==> config.mk <==
export PLATFORM = sky130hd
export DESIGN_NAME = mult_sequencer_flat
export DESIGN_NICKNAME = d
export VERILOG_FILES = /design/src/rtl/mult_sequencer_if.sv /design/src/rtl/mult_sequencer.sv /design/src/flat_wrapper.sv
export SDC_FILE = /design/constraint.sdc
export NUM_CORES = 1
export LEC_CHECK = 0
export ABC_AREA = 1
export BUFFER_PORTS_ARGS = -buffer_cell sky130_fd_sc_hd__buf_4
export CAP_MARGIN = 20
export CORE_MARGIN = 4
export CORE_UTILIZATION = 25
export CTS_CLUSTER_SIZE = 14
export DETAILED_ROUTE_END_ITERATION = 12
export GPL_TIMING_DRIVEN = 1
export PLACE_DENSITY_LB_ADDON = 0.1
export SLEW_MARGIN = 5
export SYNTH_ARGS = -nofsm -noshare
export SYNTH_HDL_FRONTEND = slang
export SYNTH_SLANG_ARGS = --single-unit
==> constraint.sdc <==
create_clock -name clk -period 2.7 [get_ports clk]
set_clock_uncertainty 0.05 [all_clocks]
set_input_delay 0.135 -clock clk [delete_from_list [all_inputs] [get_ports clk]]
set_output_delay 0.135 -clock clk [all_outputs]
set_load 0.02 [all_outputs]
==> src/rtl/mult_sequencer_if.sv <==
// Bus between the decode/datapath side and the multiply sequencer.
//
// Handshake: start is a one-cycle request that the sequencer accepts on a
// rising edge only while busy=0; a start seen while busy=1 is dropped.
// stall is the back-pressure: the pipeline must hold any HI/LO read
// (multcont 01/10) while stall=1. result is valid in any cycle where stall=0.
interface mult_sequencer_if #(
    parameter int WIDTH = 32
);
    logic             start;
    logic [WIDTH-1:0] srca;
    logic [WIDTH-1:0] srcb;
    logic             is_signed;
    logic [1:0]       multcont;
    logic [WIDTH-1:0] result;
    logic             stall;
    logic             busy;
    logic             done;

    // Pipeline side: issues multiplies and HI/LO reads.
    modport master (
        output start, srca, srcb, is_signed, multcont,
        input  result, stall, busy, done
    );

    // Sequencer side.
    modport slave (
        input  start, srca, srcb, is_signed, multcont,
        output result, stall, busy, done
    );
endinterface

==> src/rtl/mult_sequencer.sv <==
// Shift-add multiply sequencer owning the HI/LO register pair.
// Retires RADIX_BITS multiplier bits per cycle, so a product takes
// N = WIDTH/RADIX_BITS cycles regardless of operand values. RADIX_BITS must
// be 1, 2 or 4 and divide WIDTH.
// Optional feature: define MULT_SIGNED_EN to honour is_signed (sign-magnitude
// multiply with a final two's-complement negation); otherwise all products
// are unsigned and is_signed is ignored.
module mult_sequencer #(
    parameter int WIDTH      = 32,
    parameter int RADIX_BITS = 1
) (
    input  logic               clk,
    input  logic               reset,
    mult_sequencer_if.slave    bus,
    output logic               state_dbg
);

    localparam int N     = WIDTH / RADIX_BITS;
    localparam int CNT_W = $clog2(N + 1);
    localparam int PW    = 2 * WIDTH;

    typedef enum logic {
        IDLE = 1'b0,
        RUN  = 1'b1
    } state_t;

    state_t state;
    state_t state_next;

    // Accumulator and the multiplicand pre-shifted to the current digit
    // position, so each step is a plain add of multiplicand * digit.
    logic [PW-1:0]         acc;
    logic [PW-1:0]         mcand_sh;
    logic [WIDTH-1:0]      mplier;
    logic [CNT_W-1:0]      count;
    logic                  neg;
    logic [WIDTH-1:0]      hi;
    logic [WIDTH-1:0]      lo;
    logic                  done_q;

    logic                  accept;
    logic                  last_step;
    logic                  read;
    logic [RADIX_BITS-1:0] digit;
    logic [PW-1:0]         pp;
    logic [PW-1:0]         acc_sum;
    logic [PW-1:0]         product;
    logic [WIDTH-1:0]      mag_a;
    logic [WIDTH-1:0]      mag_b;
    logic                  sign_in;

`ifdef MULT_SIGNED_EN
    // Signed requests multiply magnitudes and remember the result sign.
    always_comb begin
        sign_in = bus.is_signed & (bus.srca[WIDTH-1] ^ bus.srcb[WIDTH-1]);
        mag_a   = (bus.is_signed && bus.srca[WIDTH-1]) ? -bus.srca : bus.srca;
        mag_b   = (bus.is_signed && bus.srcb[WIDTH-1]) ? -bus.srcb : bus.srcb;
    end
`else
    logic unused_is_signed;
    assign unused_is_signed = bus.is_signed;

    // Unsigned-only build: operands pass straight through.
    always_comb begin
        sign_in = 1'b0;
        mag_a   = bus.srca;
        mag_b   = bus.srcb;
    end
`endif

    // One shift-add step and the completed product (with sign fix-up).
    always_comb begin
        digit     = mplier[RADIX_BITS-1:0];
        pp        = mcand_sh * PW'(digit);
        acc_sum   = acc + pp;
        product   = neg ? -acc_sum : acc_sum;
        accept    = (state == IDLE) && bus.start;
        last_step = (state == RUN) && (count == CNT_W'(1));
    end

    // State register.
    always_ff @(posedge clk or negedge reset) begin
        if (!reset) begin
            state <= IDLE;
        end else begin
            state <= state_next;
        end
    end

    // Next-state logic: IDLE accepts a start, RUN lasts exactly N edges.
    always_comb begin
        state_next = state;
        case (state)
            IDLE: if (bus.start) state_next = RUN;
            RUN:  if (count == CNT_W'(1)) state_next = IDLE;
            default: state_next = IDLE;
        endcase
    end

    // Datapath: capture on accept, step while running, commit HI/LO at the end.
    always_ff @(posedge clk or negedge reset) begin
        if (!reset) begin
            acc      <= '0;
            mcand_sh <= '0;
            mplier   <= '0;
            count    <= '0;
            neg      <= 1'b0;
            hi       <= '0;
            lo       <= '0;
            done_q   <= 1'b0;
        end else begin
            done_q <= 1'b0;
            if (accept) begin
                acc      <= '0;
                mcand_sh <= {{WIDTH{1'b0}}, mag_a};
                mplier   <= mag_b;
                count    <= CNT_W'(N);
                neg      <= sign_in;
            end else if (state == RUN) begin
                acc      <= acc_sum;
                mcand_sh <= mcand_sh << RADIX_BITS;
                mplier   <= mplier >> RADIX_BITS;
                count    <= count - CNT_W'(1);
                if (last_step) begin
                    hi     <= product[PW-1:WIDTH];
                    lo     <= product[WIDTH-1:0];
                    done_q <= 1'b1;
                end
            end
        end
    end

    // Read mux and stall: a read stalls while a product is pending or starting.
    always_comb begin
        read       = (bus.multcont == 2'b01) || (bus.multcont == 2'b10);
        bus.busy   = (state == RUN);
        bus.done   = done_q;
        bus.stall  = read && ((state == RUN) || bus.start);
        state_dbg  = (state == RUN);
        case (bus.multcont)
            2'b01:   bus.result = hi;
            2'b10:   bus.result = lo;
            default: bus.result = '0;
        endcase
    end

endmodule

==> src/flat_wrapper.sv <==
// flat-port wrapper written by rule: the top's interface ports become plain ports
module mult_sequencer_flat 
#(
    parameter int WIDTH      = 32,
    parameter int RADIX_BITS = 1
)
  (clk, reset, state_dbg, bus_start, bus_srca, bus_srcb, bus_is_signed, bus_multcont, bus_result, bus_stall, bus_busy, bus_done);
  mult_sequencer_if #(.WIDTH(WIDTH)) bus_i ();
  input  logic clk;
  input  logic reset;
  output logic state_dbg;
  input wire logic [$bits(bus_i.start)-1:0] bus_start;
  input wire logic [$bits(bus_i.srca)-1:0] bus_srca;
  input wire logic [$bits(bus_i.srcb)-1:0] bus_srcb;
  input wire logic [$bits(bus_i.is_signed)-1:0] bus_is_signed;
  input wire logic [$bits(bus_i.multcont)-1:0] bus_multcont;
  output wire logic [$bits(bus_i.result)-1:0] bus_result;
  output wire logic [$bits(bus_i.stall)-1:0] bus_stall;
  output wire logic [$bits(bus_i.busy)-1:0] bus_busy;
  output wire logic [$bits(bus_i.done)-1:0] bus_done;
  assign bus_i.start = bus_start;
  assign bus_i.srca = bus_srca;
  assign bus_i.srcb = bus_srcb;
  assign bus_i.is_signed = bus_is_signed;
  assign bus_i.multcont = bus_multcont;
  assign bus_result = bus_i.result;
  assign bus_stall = bus_i.stall;
  assign bus_busy = bus_i.busy;
  assign bus_done = bus_i.done;
  mult_sequencer #(.WIDTH(WIDTH), .RADIX_BITS(RADIX_BITS)) u_core (.clk(clk), .reset(reset), .bus(bus_i), .state_dbg(state_dbg));
endmodule
# Word level (Yosys, flattened, before mapping)
# Index checks and enable logic that the tools add are counted.
# totals
register_bits,232
input_bits,70
out_inout_bits,36
elab_cells,38
# op_classes
addsub,2
n_mul,1
n_eq_ne,3
muxes,15
n_bitwise,2
reduce_logical,7
# op_table
cell,count
64-bit 2-to-1 mux,4
64-bit adder,1
64-bit by 1-bit multiplier with 64-bit output,1
32-bit 2-to-1 mux,2
32-bit case mux with 2 select lines,1
6-bit 2-to-1 mux,2
6-bit by 1-bit equality test with 1-bit output (second input constant),1
6-bit by 1-bit subtractor with 6-bit output (second input constant),1
1-bit 2-to-1 mux,5
1-bit logical AND,3
3-bit AND reduction,1
2-bit by 1-bit equality test with 1-bit output (second input constant),1
2-bit equality test (second input constant),1
1-bit logical OR,2
1-bit NOT,2
1-bit case mux with 2 select lines,1
2-bit nonzero test,1

# Depth between registers and ports, before layout
# Gate-level depths: netlist (run 1).
# logic_depth
depth_word,5
depth_mapped,18
mapped_depth_nobuf,17

# Worst setup path after synthesis (run 1)
# No wires, ideal clock.
# synth_path
path_type,reg-to-reg
start,register u_core.mplier[0]
end,register u_core.acc[19]
setup_time_ps,117
arrival_ps,2189
t_required_ps,2533
slack_ps,344
stages_incl_launch_ff,17
path_buffers,2
period_less_slack_ps,2356
path_cell_list,dfrtp_1 clkbuf_1 clkbuf_1 nand2_1 inv_1 ha_1 nand2_1 inv_1 nand2_1 nand2_1 inv_1 nand2_1 nand2_1 nand3_1 or2_2 nand3_1 nand2_1
# synth_between
elab_chain_len,4
# synth_rtl
element,line,text
"start, declared",mult_sequencer.sv:34,logic [WIDTH-1:0] mplier;
"start signal, assigned",mult_sequencer.sv:116,mplier <= mag_b;
"start signal, assigned",mult_sequencer.sv:122,mplier <= mplier >> RADIX_BITS;
64-bit by 1-bit multiplier with 64-bit output,mult_sequencer.sv:74,pp = mcand_sh * PW'(digit);
64-bit adder,mult_sequencer.sv:75,acc_sum = acc + pp;
64-bit 2-to-1 mux,mult_sequencer.sv:119,end else if (state == RUN) begin
64-bit 2-to-1 mux,mult_sequencer.sv:113,if (accept) begin
"end signal, assigned",mult_sequencer.sv:120,acc <= acc_sum;
"end, declared",mult_sequencer.sv:32,logic [PW-1:0] acc;
# No other way between the ends. The select of a mux whose other input is x is not followed.
# A chain may end at the register's enable or synchronous reset.

# Final worst setup path (run 1)
# layout_path
start,register u_core.mplier[0]
end,register u_core.acc[60]
# Same word-level chain as after synthesis.

==> results.md, run 1 <==
- First-pass GRT wire length: 93.5 mm
- Reg area: 5810 um2
- Worst-path fanout max: 31
- Most frequent cells after synthesis: nand2_1 (1031), inv_1 (448), dfrtp_1 (232)
- IO Pins: 106
- Die Area: 66900 um2
- Worst min-delay path class: in2async
- Setup TNS Final: 0 ns
- Layout Area Growth over Synthesis: 37.8%
- Final HPWL DP: 47.1 mm
- Number of DRC markers in iteration 0: 955
- Status: finished clean
- Tot GR Track Use: 17.9%
- Final cell count without fillers: 3583
- Router iterations before antenna repair: 5
- Final Net Count: 2859
- Share of cells above drive strength 1: 21.4%
- Combinational Power Share: 53.9%
- DIE WIDTH: 259 um
- Row cnt: 91
- Root Driver: clkbuf_16
- Leak pwr: 11.4 nW
- Overall power: 22.2 mW
- Syn. warnings: 0
- CTS sink count: 232
- Antenna viol nets, final: 0
- #FFs+latches synth: 232
- Reg-to-Reg Start: u_core.mplier[0]$_DFFE_PN0P_
- Syn Inst Count: 2419
- Cell taking the most area after synthesis: dfrtp_1
- I/O Buffers: 104
- Post-synth top area share: 37.0%
- Rel. slew slack: 35.2%
- Worst Path Required: 3.11 ns
- Vert. Die Dim: 259 um
- Fin worst setup slack: 0.00251 ns
- Via density: 4.39
- Maxcap violations: 0
- R2R cell count: 16
- Placed cells: 3455
- Setup violators final: 0
- Post-synth EDFFs: 0
- Total grt overflow: 0
- Via count: 15.7k
- Top_reg_cell synth: dfrtp_1
- Power Density: 1030 nW/um2
- Initial antenna violation count: 0
- Filler instances: 6804
- Final hold vios: 0
- Total CTS buffers: 30
- Peak Freq: 371 MHz
- Synth top area cells: dfrtp_1 (37%), nand2_1 (25%), inv_1 (11%), ha_1 (5.3%), nand3_1 (4.0%)
- Avg Cell Area, Syn: 6.49 um2
- DR WL/cell: 17.0 um
- Switching part of the total power: 45.1%
- Peak VDD IR: 0.000549 V
- Reg power frac: 27.8%
- Psw: 10.0 mW
- H-tree Lvls: 1
- Min Tclk post-route: 2.70 ns
- Multi-input gate area: 9170 um2
- RSZ-0062 raised after global routing: yes
- DRT Wirelength: 61.0 mm
- CTS tree: yes
- Worst Path Arrival: 3.11 ns
- Drc violations: 0
- Crit Reg-Reg Endpoint: u_core.acc[60]$_DFFE_PN0P_
- Slew @ Worst Pin: 0.973 ns
- CP endpoint kind: register
- Reg2reg setup slack: 0.003 ns
- Internal power: 12.2 mW
- Fraction of registers with async set or reset after synthesis: 100%
- Largest net degree at the start of global routing: 97
- Mapped cell area: 15700 um2
- Kind of critical path: reg2reg
- Worst skew pair latency: 0.61 ns
- Startpoint types: register
- Initial Util: 25.3%
- Hold Slack: 0.0863 ns
- Clk pwr share: 18.3%
- Vias in the first global route: 15.7k
- Worst-path clk slew: 0.06 ns
- Place WS: -0.416 ns
- Core ar.: 61900 um2
- Post-Synthesis Net Count: 2557
- Placer congestion estimate: 0.974
- Cell with the most instances after synthesis: nand2_1
- Synth unique cells: 36
- Slew Limit Fails: 0
- Period utilisation layout: 99.9%
- Clk buf depth: 3
- Register area share after synthesis: 37.0%
## power groups by stage
stage / clock network [mW] / registers (mW) / logic (mW)
3_3_place_gp: 0 / 6.09 / 10.4
4_1_cts: 4.21 / 6.06 / 10.9
2_1_floorplan: 0 / 5.68 / 6.05
3_5_place_dp: 0 / 6.09 / 10.4
5_1_grt: 4.36 / 6.37 / 13.2
6_report: 4.07 / 6.19 / 12.0
## state kept, by name, indices dropped and copies added (netlist names)
register,cells
u_core.acc,64
u_core.bus.busy,1
u_core.bus.done,1
u_core.count,6
u_core.hi,32
u_core.lo,32
u_core.mcand_sh,64
u_core.mplier,32
## area by class of cell
cell class,count,area share [%]
timing repair buffer,344,13.4
antenna,1,0.0116
sequential,232,26.9
multi-input combinational,1661,42.4
clock buffer,42,4.00
inverter,452,7.85
tap,837,4.84
clock inverter,14,0.607
## how the worst max path moves through the flow
stage | startpoint | to | depth (start not counted)
final | u_core.mplier[0]$_DFFE_PN0P_ | u_core.acc[60]$_DFFE_PN0P_ | 16
after detailed placement | u_core.mplier[0]$_DFFE_PN0P_ | u_core.acc[28]$_DFFE_PN0P_ | 16
after floorplan | u_core.mplier[0]$_DFFE_PN0P_ | u_core.acc[19]$_DFFE_PN0P_ | 16
after global placement | u_core.mplier[0]$_DFFE_PN0P_ | u_core.acc[28]$_DFFE_PN0P_ | 16
after global routing | u_core.mplier[0]$_DFFE_PN0P_ | u_core.acc[56]$_DFFE_PN0P_ | 16
after CTS | u_core.mplier[0]$_DFFE_PN0P_ | u_core.hi[12]$_DFFE_PN0P_ | 18
## critical path, stage by stage (launching register included)
cell and delay [ns]:
dfrtp_2 0.49, buf_12 0.20, buf_4 0.17, nand2_1 0.05, inv_1 0.04, ha_1 0.31
nand2_1 0.15, inv_1 0.09, nand2_1 0.07, nand2_1 0.11, a21oi_1 0.17, nand2_1 0.07
a21oi_1 0.12, buf_4 0.16, nand3_1 0.11, nand3_1 0.11, nand2_1 0.06
## timing repair
action | 4_1_cts | 5_1_grt
buffers inserted | 3 | 0
endpoints found under the setup margin | 90 | 105
resized for setup | 82 | 196
endpoints found under the hold margin | 299 | 0
pin swaps | 5 | 12
gates cloned | 0 | 0
hold buffers | 67 | 0
## kinds of logic (layout without fill, tap and decap cells)
| kind of cell | Yosys count | in the layout | share of synthesized area, % |
|---|---|---|---|
| simple gates | 1337 | 1337 | 34.5 |
| buf+inv | 526 | 852 | 12.8 |
| flops | 232 | 232 | 37.0 |
| compound gates | 227 | 227 | 8.65 |
| fa+ha+maj | 68 | 68 | 5.47 |
| xor+xnor | 29 | 29 | 1.62 |
| other cells | 0 | 1 | 0 |
## cells in the final DEF, fill, tap and decap left out, types with 16 or more instances in the layout
cell,count
nand2_1,977
o22ai_1,33
nor2_1,68
inv_1,439
o211ai_1,26
dfrtp_1,230
clkbuf_16,30
buf_4,264
ha_4,37
nand2_2,65
nand3_1,90
o221ai_1,23
nand3_2,33
xnor2_1,16
nor2_2,32
nor2_4,18
o21ai_0,49
dlygate4sd3_1,66
a21oi_1,57
ha_1,23
## per-layer routing
metal	wire (um)	share of wire, %	track usage [%]
met2	26100	43	27.4
met4	1080	1.8	3.60
met1	31200	51	27.4
met3	2620	4.3	1.84
met5	0	0	0
## stage by stage
| stage | utilization [%] | area (um2) |
|---|---|---|
| 6_report | 34.9 | 21600 |
| 5_1_grt | 34.9 | 21600 |
| 4_1_cts | 33.4 | 20700 |
| 3_5_place_dp | 30.0 | 18600 |
| 3_3_place_gp | 30.0 | 18600 |
| 2_1_floorplan | - | 15700 |
No activity file was read; power rests on OpenSTA's default activity.
==> run 2: changes to the inputs <==
ABC_AREA = 0   (was 1)
==> run 2 against run 1 <==
The flow now finishes with violations (setup timing). Clock-buffer cell count is 3 lower. Cell count shrank 20%. Maximum frequency decreased by 25%. Register-to-register slack worse by 0.92 ns. Largest cell class unchanged.
==> results.md, run 2 <==
- Status: complete, but fails checks
- Failing checks: setup timing
- Placed cells: 2689 (-22%)
- Vias in the first global route: 14.1k (-9.8%)
- Maxcap violations: 0 (unchanged)
- Largest net degree at the start of global routing: 251 (+160%)
- Top_reg_cell synth: dfrtp_1
- Drc violations: 0 (unchanged)
- Worst min-delay path class: in2async
- Via density: 4.71 (+7.2%)
- Row cnt: 86 (-5.5%)
- Startpoint types: register
- Register area share after synthesis: 41.4% (+4.4 points)
- Router iterations before antenna repair: 4 (-1)
- Worst-path clk slew: 0.06 ns (about the same)
- Power Density: 1020 nW/um2 (-1.1%)
- Peak Freq: 276 MHz (-25%)
- CP endpoint kind: register
- Post-synth EDFFs: 0 (unchanged)
- Worst Path Arrival: 4.04 ns (+0.93 ns)
- #FFs+latches synth: 232 (unchanged)
- First-pass GRT wire length: 83.1 mm (-11%)
- Final HPWL DP: 38.6 mm (-18%)
- CTS sink count: 232 (unchanged)
- Antenna viol nets, final: 0 (unchanged)
- Worst skew pair latency: 0.58 ns (-0.03 ns)
- Total grt overflow: 0 (unchanged)
- Final hold vios: 0 (unchanged)
- Min Tclk post-route: 3.62 ns (+0.920 ns)
- Most common cell after layout, fill and taps aside: buf_4
- Syn Inst Count: 1583 (-35%)
- DRT Wirelength: 53.9 mm (-12%)
- Fin worst setup slack: -0.918 ns (-0.920 ns)
- Setup TNS Final: -60.79 ns (-60.79 ns)
- Clk buf depth: 3 (unchanged)
- Final Net Count: 2245 (-21%)
- Setup violators final: 103 (+103)
- DIE WIDTH: 245 um (-5.3%)
- R2R cell count: 13 (-3)
- Tot GR Track Use: 17.5% (-0.44 points)
- DP Area: 18300 um2 (-1.5%)
- Fraction of registers with async set or reset after synthesis: 100% (unchanged)
- Root Driver: clkbuf_16
- Slew Limit Fails: 0 (unchanged)
- Worst-path fanout max: 4 (-87%)
- Via count: 13.5k (-14%)
- Die Area: 60000 um2 (-10%)
- Placer congestion estimate: 0.854 (-12%)
- IO Pins: 106 (unchanged)
- Post-synth top area share: 41.4% (+4.4 points)
- Avg Cell Area, Syn: 8.86 um2 (+37%)
- Initial Util: 25.4% (about the same)
- Share of cells above drive strength 1: 40.0% (+19 points)
- Kind of critical path: reg2reg
- CTS tree: yes
- RSZ-0062 raised after global routing: yes
- DR WL/cell: 18.7 um (+10%)
- Peak VDD IR: 0.000471 V (-14%)
- Post-Synthesis Net Count: 1721 (-33%)
- Cell with the most instances after synthesis: nand2_1
- Cell taking the most area after synthesis: dfrtp_1
- Layout Area Growth over Synthesis: 59.4%
- Syn. warnings: 0 (unchanged)
- Worst Path Required: 3.12 ns (about the same)
- Mapped cell area: 14000 um2 (-11%)
- Antenna diodes: 0 (-1)
- Slew @ Worst Pin: 1.01 ns (+0.0386 ns)
- Period utilisation layout: 134% (+34 points)
- I/O Buffers: 104 (unchanged)
- Initial antenna violation count: 1 (+1)
- Number of DRC markers in iteration 0: 762 (-20%)
- H-tree Lvls: 1 (unchanged)
- Post-layout util: 40.4% (+5.5 points)
- Top Registers: u_core.acc: 64 flops, u_core.mcand_sh: 64 flops
- Rel. slew slack: 32.6% (-2.6 points)
- Leak pwr: 10.4 nW (-8.5%)
- Synth top area cells: dfrtp_1 (41%), nand2_1 (8.2%), ha_1 (6.0%), o21ai_0 (5.5%), mux2i_1 (4.6%)
- Most frequent cells after synthesis: nand2_1 (307), dfrtp_1 (232), o21ai_0 (153)
- Synth unique cells: 74 (+110%)
- Final cell count without fillers: 2877 (-20%)
- Most frequent cells in the layout: buf_4 (483), nand2_1 (282), dfrtp_1 (230), o21ai_0 (127), nor2_1 (71)
- Post-route cell area: 22400 um2 (+3.4%)
- Vert. Die Dim: 245 um (-5.3%)
- Total CTS buffers: 29 (-3.3%)
- Core ar.: 55300 um2 (-11%)
==> run 2: cell types whose count changed in the layout (fill, tap and decap cells not counted), moves of 32 or more <==
cell,previous run,this run
nand2_1,977,282
inv_1,439,22
buf_4,264,483
o21ai_0,49,127
nand3_1,90,18
mux2i_1,0,65
a22o_1,0,52
and2_1,1,53
nand2_2,65,21
buf_6,2,41
o22ai_1,33,1
==> run 2: cells by family (layout without fill, tap and decap cells) <==
kind of cell	Yosys count	in the layout	share of synthesized area [%]
and+or+nand+nor	569	569	18.5
muxes	83	83	6.11
xor gates and xnor gates	59	59	3.68
buffers and inverters	134	680	3.92
AOI/OAI and AO/OA	438	438	20.3
adders and majority gates	68	68	6.12
DFF	232	232	41.4
==> run 2: worst paths after layout <==
path                                              endpoint                    startpoint  slack (ns)
setup / recovery                 u_core.hi[28]$_DFFE_PN0P_  u_core.mplier[0]$_DFFE_PN0P_       -0.92
hold / removal             u_core.mcand_sh[55]$_DFFE_PN0P_                         reset        0.03
setup reg to reg                 u_core.hi[28]$_DFFE_PN0P_  u_core.mplier[0]$_DFFE_PN0P_       -0.92
hold reg to reg                  u_core.lo[31]$_DFFE_PN0P_     u_core.lo[31]$_DFFE_PN0P_        0.42
max in group asynchronous      u_core.count[1]$_DFFE_PN0P_                         reset        1.60
min in group clk             u_core.mplier[31]$_DFFE_PN0P_                  bus_srcb[31]        0.32
==> run 2: power breakdown <==
part | total, mW | switching [mW] | internal, mW
clock | 4.08 | 1.68 | 2.39
combinational | 12.5 | 6.11 | 6.42
sequential | 6.14 | 1.18 | 4.97
total | 22.8 | 8.97 | 13.8
==> run 2: area by class of cell <==
type	instances	area, um2
multi-input cells	1217	9520
fillers	5619	33000
flip-flops and latches	232	5810
well taps	748	936
clock buffers	39	813
clock inverters	14	163
repair buffers	603	5020
inverters	24	90.1
==> run 2: metrics by stage <==
step	total power [mW]	hold slack, ns	worst slack, ns
floorplan	11.1	-0.211	-0.680
CTS	22.1	0.0630	-0.883
global placement	16.3	0.0789	-0.907
detailed placement	16.4	0.0804	-0.909
finish	22.8	0.0325	-0.918
global route	24.3	0.0875	-1.06
==> run 2: layer usage <==
layer	track usage, %	share of wire, %
met1	24.0	47
met5	0	0
met4	5.20	3.1
met3	2.36	3.1
met2	28.7	47
==> run 2: timing repair <==
action,CTS,global route
hold buffers,66,0
buffers inserted,43,36
hold endpoints to repair,225,0
pin swaps,41,78
gates cloned,2,2
setup endpoints to repair,109,114
resized for setup,173,159
==> run 2: critical path, cell delays in order, from the launching register on <==
cell,delay [ns]
dfrtp_2,0.44
buf_12,0.14
and2_4,0.14
ha_4,0.16
fa_2,0.36
a21o_1,0.19
a311o_1,0.33
a221oi_4,0.38
o21a_2,0.21
a31oi_4,0.13
o211ai_2,0.18
or3b_1,0.37
xor2_1,0.17
mux2_4,0.25
